==> config.mk <==
export PLATFORM = sky130hd
export DESIGN_NAME = hm_sync_bank
export DESIGN_NICKNAME = d
export VERILOG_FILES = /design/src/rtl/hm_sync_pkg.sv /design/src/rtl/hm_sync_tgl.sv /design/src/rtl/hm_sync_bank.sv
export SDC_FILE = /design/constraint.sdc
export NUM_CORES = 1
export LEC_CHECK = 0
export ABC_CLOCK_PERIOD_IN_PS = 2100
export CORE_MARGIN = 2
export CORE_UTILIZATION = 43
export DETAILED_ROUTE_END_ITERATION = 7
export PLACE_DENSITY = 0.95
export SETUP_SLACK_MARGIN = 0.1
export SYNTH_ARGS = -nofsm -noshare
export SYNTH_HDL_FRONTEND = slang
export SYNTH_SLANG_ARGS = --single-unit
==> constraint.sdc <==
create_clock -name sys_clk -period 2.1 [get_ports sys_clk]
set_clock_uncertainty 0.1 [all_clocks]
set_input_delay 0.315 -clock sys_clk [delete_from_list [all_inputs] [get_ports sys_clk]]
set_output_delay 0.315 -clock sys_clk [all_outputs]
set_load 0.01 [all_outputs]
==> src/rtl/hm_sync_pkg.sv <==
// ============================================================================
// Module  : hm_sync_pkg
// Brief   : Shared FSM state encoding and parameter defaults for hm_sync_bank.
// Revision: 1.0 - initial release
// ============================================================================
`default_nettype none

package hm_sync_pkg;

    localparam int NCH_DEFAULT         = 8;
    localparam int SYNC_STAGES_DEFAULT = 2;
    localparam int DW_DEFAULT          = 32;
    localparam int CW_DEFAULT          = 8;

    typedef enum logic [1:0] {
        ST_IDLE = 2'd0,
        ST_CAPT = 2'd1,
        ST_HOLD = 2'd2
    } state_t;

endpackage

`default_nettype wire

==> src/rtl/hm_sync_tgl.sv <==
// ============================================================================
// Module  : hm_sync_tgl
// Brief   : Toggle synchroniser chain followed by a one-flop edge detector.
// Revision: 1.0 - initial release
// ============================================================================
`default_nettype none

module hm_sync_tgl #(
    parameter int SYNC_STAGES = 2
) (
    input  logic clk,
    input  logic rst_n,
    input  logic tgl,
    output logic evt
);

    logic [SYNC_STAGES-1:0] sync;
    logic                   prev;

    always_ff @(posedge clk or negedge rst_n) begin
        if (!rst_n) begin
            sync <= '0;
            prev <= 1'b0;
        end else begin
            sync <= {sync[SYNC_STAGES-2:0], tgl};
            prev <= sync[SYNC_STAGES-1];
        end
    end

    // Any level change at the chain output is one foreign-domain event.
    assign evt = sync[SYNC_STAGES-1] ^ prev;

endmodule

`default_nettype wire

==> src/rtl/hm_sync_bank.sv <==
// ============================================================================
// Module  : hm_sync_bank
// Brief   : Bank of toggle-event synchronisers with optional saturating
//           counters, plus a req/ack toggle handshake for a bundled data word.
//           Counters are built only when HM_SYNC_COUNTERS_EN is defined.
// Revision: 1.0 - initial release
// ============================================================================
`default_nettype none

module hm_sync_bank
    import hm_sync_pkg::*;
#(
    parameter int NCH         = NCH_DEFAULT,
    parameter int SYNC_STAGES = SYNC_STAGES_DEFAULT,
    parameter int DW          = DW_DEFAULT,
    parameter int CW          = CW_DEFAULT
) (
    input  logic              sys_clk,
    input  logic              sys_rst_n,
    input  logic [NCH-1:0]    async_evt_tgl,
    output logic [NCH-1:0]    evt_pulse,
    output logic [NCH*CW-1:0] evt_cnt,
    input  logic [NCH-1:0]    evt_cnt_clr,
    input  logic              async_req_tgl,
    input  logic [DW-1:0]     async_data,
    output logic              ack_tgl,
    output logic              data_valid,
    output logic [DW-1:0]     data,
    input  logic              data_ready
);

    localparam int PCW = $clog2(SYNC_STAGES + 1);

    logic [NCH-1:0] evt_edge;
    logic           req_edge;
    logic           req_go;
    logic [PCW-1:0] prime_cnt;
    logic           primed;
    state_t         state;
    state_t         state_nxt;
    logic           capture;
    logic           ack_flip;

    generate
        for (genvar i = 0; i < NCH; i++) begin : g_evt
            hm_sync_tgl #(
                .SYNC_STAGES (SYNC_STAGES)
            ) u_tgl (
                .clk   (sys_clk),
                .rst_n (sys_rst_n),
                .tgl   (async_evt_tgl[i]),
                .evt   (evt_edge[i])
            );
        end
    endgenerate

    hm_sync_tgl #(
        .SYNC_STAGES (SYNC_STAGES)
    ) u_req (
        .clk   (sys_clk),
        .rst_n (sys_rst_n),
        .tgl   (async_req_tgl),
        .evt   (req_edge)
    );

    // Chains come out of reset at 0; edges seen before they fill with real
    // input levels are artefacts of reset, not events, so they are masked.
    always_ff @(posedge sys_clk or negedge sys_rst_n) begin
        if (!sys_rst_n) begin
            prime_cnt <= '0;
            primed    <= 1'b0;
        end else if (!primed) begin
            if (prime_cnt == PCW'(SYNC_STAGES)) begin
                primed <= 1'b1;
            end else begin
                prime_cnt <= prime_cnt + PCW'(1);
            end
        end
    end

    always_ff @(posedge sys_clk or negedge sys_rst_n) begin
        if (!sys_rst_n) begin
            evt_pulse <= '0;
        end else begin
            evt_pulse <= evt_edge & {NCH{primed}};
        end
    end

    assign req_go = req_edge & primed;

`ifdef HM_SYNC_COUNTERS_EN
    generate
        for (genvar i = 0; i < NCH; i++) begin : g_cnt
            logic [CW-1:0] cnt;

            always_ff @(posedge sys_clk or negedge sys_rst_n) begin
                if (!sys_rst_n) begin
                    cnt <= '0;
                end else if (evt_cnt_clr[i]) begin
                    cnt <= evt_pulse[i] ? CW'(1) : '0;
                end else if (evt_pulse[i] && (cnt != {CW{1'b1}})) begin
                    cnt <= cnt + CW'(1);
                end
            end

            assign evt_cnt[i*CW +: CW] = cnt;
        end
    endgenerate
`else
    logic unused_cnt_clr;

    assign evt_cnt        = '0;
    assign unused_cnt_clr = ^evt_cnt_clr;
`endif

    always_ff @(posedge sys_clk or negedge sys_rst_n) begin
        if (!sys_rst_n) begin
            state   <= ST_IDLE;
            data    <= '0;
            ack_tgl <= 1'b0;
        end else begin
            state <= state_nxt;
            if (capture) begin
                data <= async_data;
            end
            if (ack_flip) begin
                ack_tgl <= ~ack_tgl;
            end
        end
    end

    // Req edges outside IDLE fall through untouched: the sender broke protocol.
    always_comb begin
        state_nxt = state;
        capture   = 1'b0;
        ack_flip  = 1'b0;
        case (state)
            ST_IDLE: begin
                if (req_go) begin
                    state_nxt = ST_CAPT;
                end
            end
            ST_CAPT: begin
                capture   = 1'b1;
                state_nxt = ST_HOLD;
            end
            ST_HOLD: begin
                if (data_ready) begin
                    ack_flip  = 1'b1;
                    state_nxt = ST_IDLE;
                end
            end
            default: begin
                state_nxt = ST_IDLE;
            end
        endcase
    end

    assign data_valid = (state == ST_HOLD);

endmodule

`default_nettype wire

After elaboration in Yosys (flattened, before gate mapping)
Index checks and enable logic that the tools add are counted.
{"block": "word_totals", "output_inout_bits": 106, "elab_cells": 55, "ff_bits": 73, "input_bits": 52}
{"block": "op_classes", "mux": 8, "eq_ne": 5, "n_reduce_logical": 3, "bitwise_logic": 14, "addsub": 1}
{"operator": "XOR 1 bit", "count": 9}
{"operator": "AND 8 bit", "count": 1}
{"operator": "case mux 2 bit (3 select lines)", "count": 1}
{"operator": "2-to-1 mux 1 bit", "count": 5}
{"operator": "== test 2 bit (second input constant)", "count": 2}
{"operator": "2-to-1 mux 2 bit", "count": 2}
{"operator": "AND reduction 2 bit", "count": 2}
{"operator": "inverter 1 bit", "count": 3}
{"operator": "adder 2 x 1 -> 2 bit (second input constant)", "count": 1}
{"operator": "== test 2 x 1 -> 1 bit (second input constant)", "count": 1}
{"operator": "logical NOT 2 bit", "count": 1}
{"operator": "!= test 2 x 1 -> 1 bit (second input constant)", "count": 1}
{"operator": "!= test 2 bit (second input constant)", "count": 1}
{"operator": "AND 1 bit", "count": 1}

Longest topological paths before layout
{"block": "logic_depth", "word_depth": 4, "ltp_mapped": 4, "depth_no_buf": 4}

By module
Synthesis repeated with hierarchy kept, for this count alone.
{"block": "unflattened", "hier_cells": 205, "area_unflattened_um2": 3085.5}
{"mod": "hm_sync_bank", "area_each_um2": 2331.0, "seq_area_each_um2": 1151.1, "instances": 1, "cells_each": 169}
{"mod": "hm_sync_tgl", "area_each_um2": 83.8, "seq_area_each_um2": 75.1, "instances": 9, "cells_each": 4}

Least setup slack after synthesis
Ideal clock, no wire load.
{"block": "synth_path", "kind": "register to register", "startpoint": "reg state[1]", "endpoint": "reg data[0]", "arrival_time_ps": 1072, "t_required_ps": 1875, "setup_slack_ps": 803, "path_stages_with_launch": 5, "synth_period_minus_slack_ps": 1297, "setup_time_ps": 125, "path_buffers": 2, "path_cell_list": "dfrtp_1 -> nand2b_4 -> buf_6 -> buf_6 -> mux2_4"}
{"block": "synth_via", "elab_chain_cells": 2}
{"item": "start: declaration", "line_no": "hm_sync_bank.sv:39", "text": "state_t state;"}
{"item": "start signal: assignment", "line_no": "hm_sync_bank.sv:122", "text": "state <= state_nxt;"}
{"item": "== test 2 x 1 -> 1 bit", "line_no": "hm_sync_bank.sv:137", "text": "case (state)"}
{"item": "2-to-1 mux 1 bit", "line_no": "hm_sync_bank.sv:137"}
{"item": "end signal: assignment", "line_no": "hm_sync_bank.sv:124", "text": "data <= async_data;"}
{"item": "end: declaration", "line_no": "hm_sync_bank.sv:28", "text": "output logic [DW-1:0] data,"}
No other way between the ends.
A chain may end at the register's enable or synchronous reset.

Final worst setup path
{"block": "layout_path", "startpoint": "reg data[27]", "endpoint": "out data[27]"}
No word-level cell between the ends.

==> impl_metrics.csv <==
group,metric,value,unit
floorplan,boundaryPins,158,
critical_path,cp_data_arrival_time,1.26,ns
yosys,syn_inst,205,
clock_network,numCtsBuffers,9,
clock_network,cts_sinks,73,
grt,grt_max_degree,74,
sta,hold_viol_final,0,
critical_path,worst_r2r_path_depth,2,
layout,fin_util,58.1,%
yosys,yosysWarnings,0,
job,drv_cap,0,
critical_path,path_delay_family,"buffers and inverters",
routing,ant_nets,0,
critical_path,cp_slowest_cell,"clkdlybuf4s50_1",
routing,wl_per_cell,12.7,um
sta,drv_slew,0,
critical_path,crit_fanout,2,
yosys,synth_top_area_cell,"dfrtp_1",
sta,finalCriticalPeriod,1.68,ns
status,outcome,"complete, no violations",
floorplan,initial_core_util,44.7,%
critical_path,end_kind,"output pin",
critical_path,path_class,"flip-flop to output pin",
critical_path,r2r_end,"data[14]",
yosys,synth_seq_cells,73,
power_and_ir_drop,total_power,5.17,mW
sta,relSlewSlack,41.5,%
clock_network,clk_pin_slew,0.08,ns
yosys,yosysSeqAreaShare,59.8,%
sta,setup_tns,0,ns
floorplan,die_height,88.3,um
grt,first_global_vias,1475,
grt,grt_usage,12.6,%
layout,fin_area,3970,um2
power_and_ir_drop,power_leakage,1.89,nW
critical_path,path_depth,1,
floorplan,dieArea,7790,um2
critical_path,required,1.68,ns
layout,fillers,563,
sta,tightest_slew,0.877,ns
placement,portBuffers,85,
clock_network,cts_tree,"yes",
routing,via_per_inst,3.87,
layout,instances_no_fill,396,
clock_network,root_buffer,"clkbuf_8",
routing,vias,1532,
placement,placed_cells,380,
placement,hpwl,3570,um
critical_path,cp_num_buf_inv,1,
power_and_ir_drop,swShare,26.2,%
layout,n_antenna_cell,0,
power_and_ir_drop,ir_worst_vdd,0.401,mV
clock_network,clk_latency,0.32,ns
floorplan,core,6830,um2
sta,rsz0062_at_grt,"false",
critical_path,critPathMaxStageDelay,0.57,ns
clock_network,htree_levels,3,
routing,drcViolationCount,0,
routing,wirelength,5020,um
routing,firstDrtPassIters,4,
yosys,yosys.area.top_type_share,59.8,%
yosys,ys_types,19,
power_and_ir_drop,power.net_switching,1.35,mW
power_and_ir_drop,seqPwrFrac,39.0,%
clock_network,clk_path_buf_depth,2,
layout,fin_nets,348,
grt,grt_first_pass_wirelength,7290,um
yosys,avgSynthCellArea,14.9,um2
placement,placed_area,3730,um2
power_and_ir_drop,p_per_area,1300,nW/um2
placement,place_congestion,0.645,
sta,finalCritPeriodShare,79.8,%
sta,setup_viol,0,
grt,antenna_found_initial,0,
yosys,syn-cell-area,3050,um2
yosys,synth.area.top_cells,"dfrtp_1, buf_4, mux2_4",
hold_path,hp-class,"input pin to asynchronous set/reset pin",
critical_path,r2r-start,"state[1]",
grt,grt_overflow_total,0,
power_and_ir_drop,p_comb_share,36.4,%
critical_path,worstPathCellList,"clkdlybuf4s50_1",
layout,syn2layout_area_growth,29.9,%
routing,dr.first_iter.drc_count,30,
critical_path,cp-start-kind,"flip-flop",
power_and_ir_drop,p_int,3.81,mW
critical_path,r2r_slack,0.57,ns
power_and_ir_drop,clkPwrFrac,24.6,%
floorplan,die_width,88.3,um
layout,drive_gt1_share,15.0,%
sta,timing.fmax,0.597,GHz
floorplan,row_count,30,
area by class of cell:
type / count / area, um2 / share of cell area, %
clock buffers: 11 / 131 / 3.31
multi-input cells: 124 / 926 / 23.3
well taps: 96 / 120 / 3.03
clock inverters: 5 / 104 / 2.62
inverters: 2 / 7.51 / 0.189
repair buffers: 85 / 851 / 21.5
flip-flops and latches: 73 / 1830 / 46.1
worst max path at each step:
stage | startpoint | end | slack, ns
2_1_floorplan | state[1] | data[0] | 0.80
3_3_place_gp | state[0] | data_valid | 0.53
3_5_place_dp | state[0] | data_valid | 0.52
4_1_cts | state[0] | data_valid | 0.15
5_1_grt | ack_tgl | ack_tgl | 0.37
6_report | data[27] | data[27] | 0.42
synth_stat cells, drive strengths merged:
cell and n:
conb 1, and2 8, nor4b 1, xnor2 3, ha 1, mux2 32, o21ai 3, inv 2
nand3b 1, clkbuf 1, nand2b 2, or2 1, dfrtp 73, buf 68, xor2 8
state kept, by name, summed over array words and instances, names as in the netlist:
name              count
prime_cnt             2
g_evt.u_tgl.prev      8
data                 32
primed                1
state                 2
u_req.prev            1
u_req.sync            2
ack_tgl               1
evt_pulse             8
g_evt.u_tgl.sync     16
power groups by stage:
stage / Combinational, mW / Sequential (mW) / Clock [mW]
final: 1.88 / 2.01 / 1.27
after global routing: 2.00 / 2.06 / 1.38
after CTS: 1.91 / 2.02 / 1.31
after detailed placement: 1.90 / 2.04 / 0
after global placement: 1.86 / 2.01 / 0
after floorplan: 0.953 / 2.18 / 0
timing repair:
action / CTS / global route
gates resized for setup: 0 / 1
setup buffers: 0 / 0
hold endpoints to repair: 0 / 0
endpoints found under the setup margin: 0 / 1
hold buffers: 0 / 0
logic make-up after synthesis:
logic type      Yosys count  share of synthesized area (%)
flops                    73                           59.8
buf+inv                  71                           17.6
mux                      32                           15.4
simple gates             13                           3.03
xor+xnor                 11                           3.16
compound gates            3                          0.492
fa+ha+maj                 1                          0.410
other cells               1                          0.123
metrics by stage:
step	worst slack, ns	hold WS (ns)
after CTS	0.152	0.0261
after global routing	0.367	0.0740
after detailed placement	0.518	0.238
after floorplan	0.803	-0.0806
final	0.425	0.0115
after global placement	0.530	0.233
routing by layer:
| metal | GRT usage [%] | vias to the layer above | wire, um |
|---|---|---|---|
| li1 | - | 712 | - |
| met5 | 0 | - | 0 |
| met2 | 20.1 | 82 | 2650 |
| met1 | 15.5 | 736 | 2000 |
| met3 | 4.10 | 2 | 336 |
| met4 | 6.20 | 0 | 40 |
placed cells by master, fill, tap and decap left out, types with 3 or more instances in the layout:
cell | synthesis | layout
clkdlybuf4s50_1 | 0 | 83
and2_1 | 8 | 8
dfrtp_1 | 73 | 73
bufinv_16 | 0 | 3
conb_1 | 1 | 64
mux2_4 | 29 | 29
xor2_1 | 8 | 8
xnor2_1 | 3 | 3
clkbuf_8 | 0 | 9
mux2_1 | 3 | 3
worst reg2reg max path, stage by stage, from the launching register on:
cell and delay [ns]:
dfrtp_1 0.39, nand2b_4 0.54, mux2_1 0.39
Power figures use the tool's default switching activity.
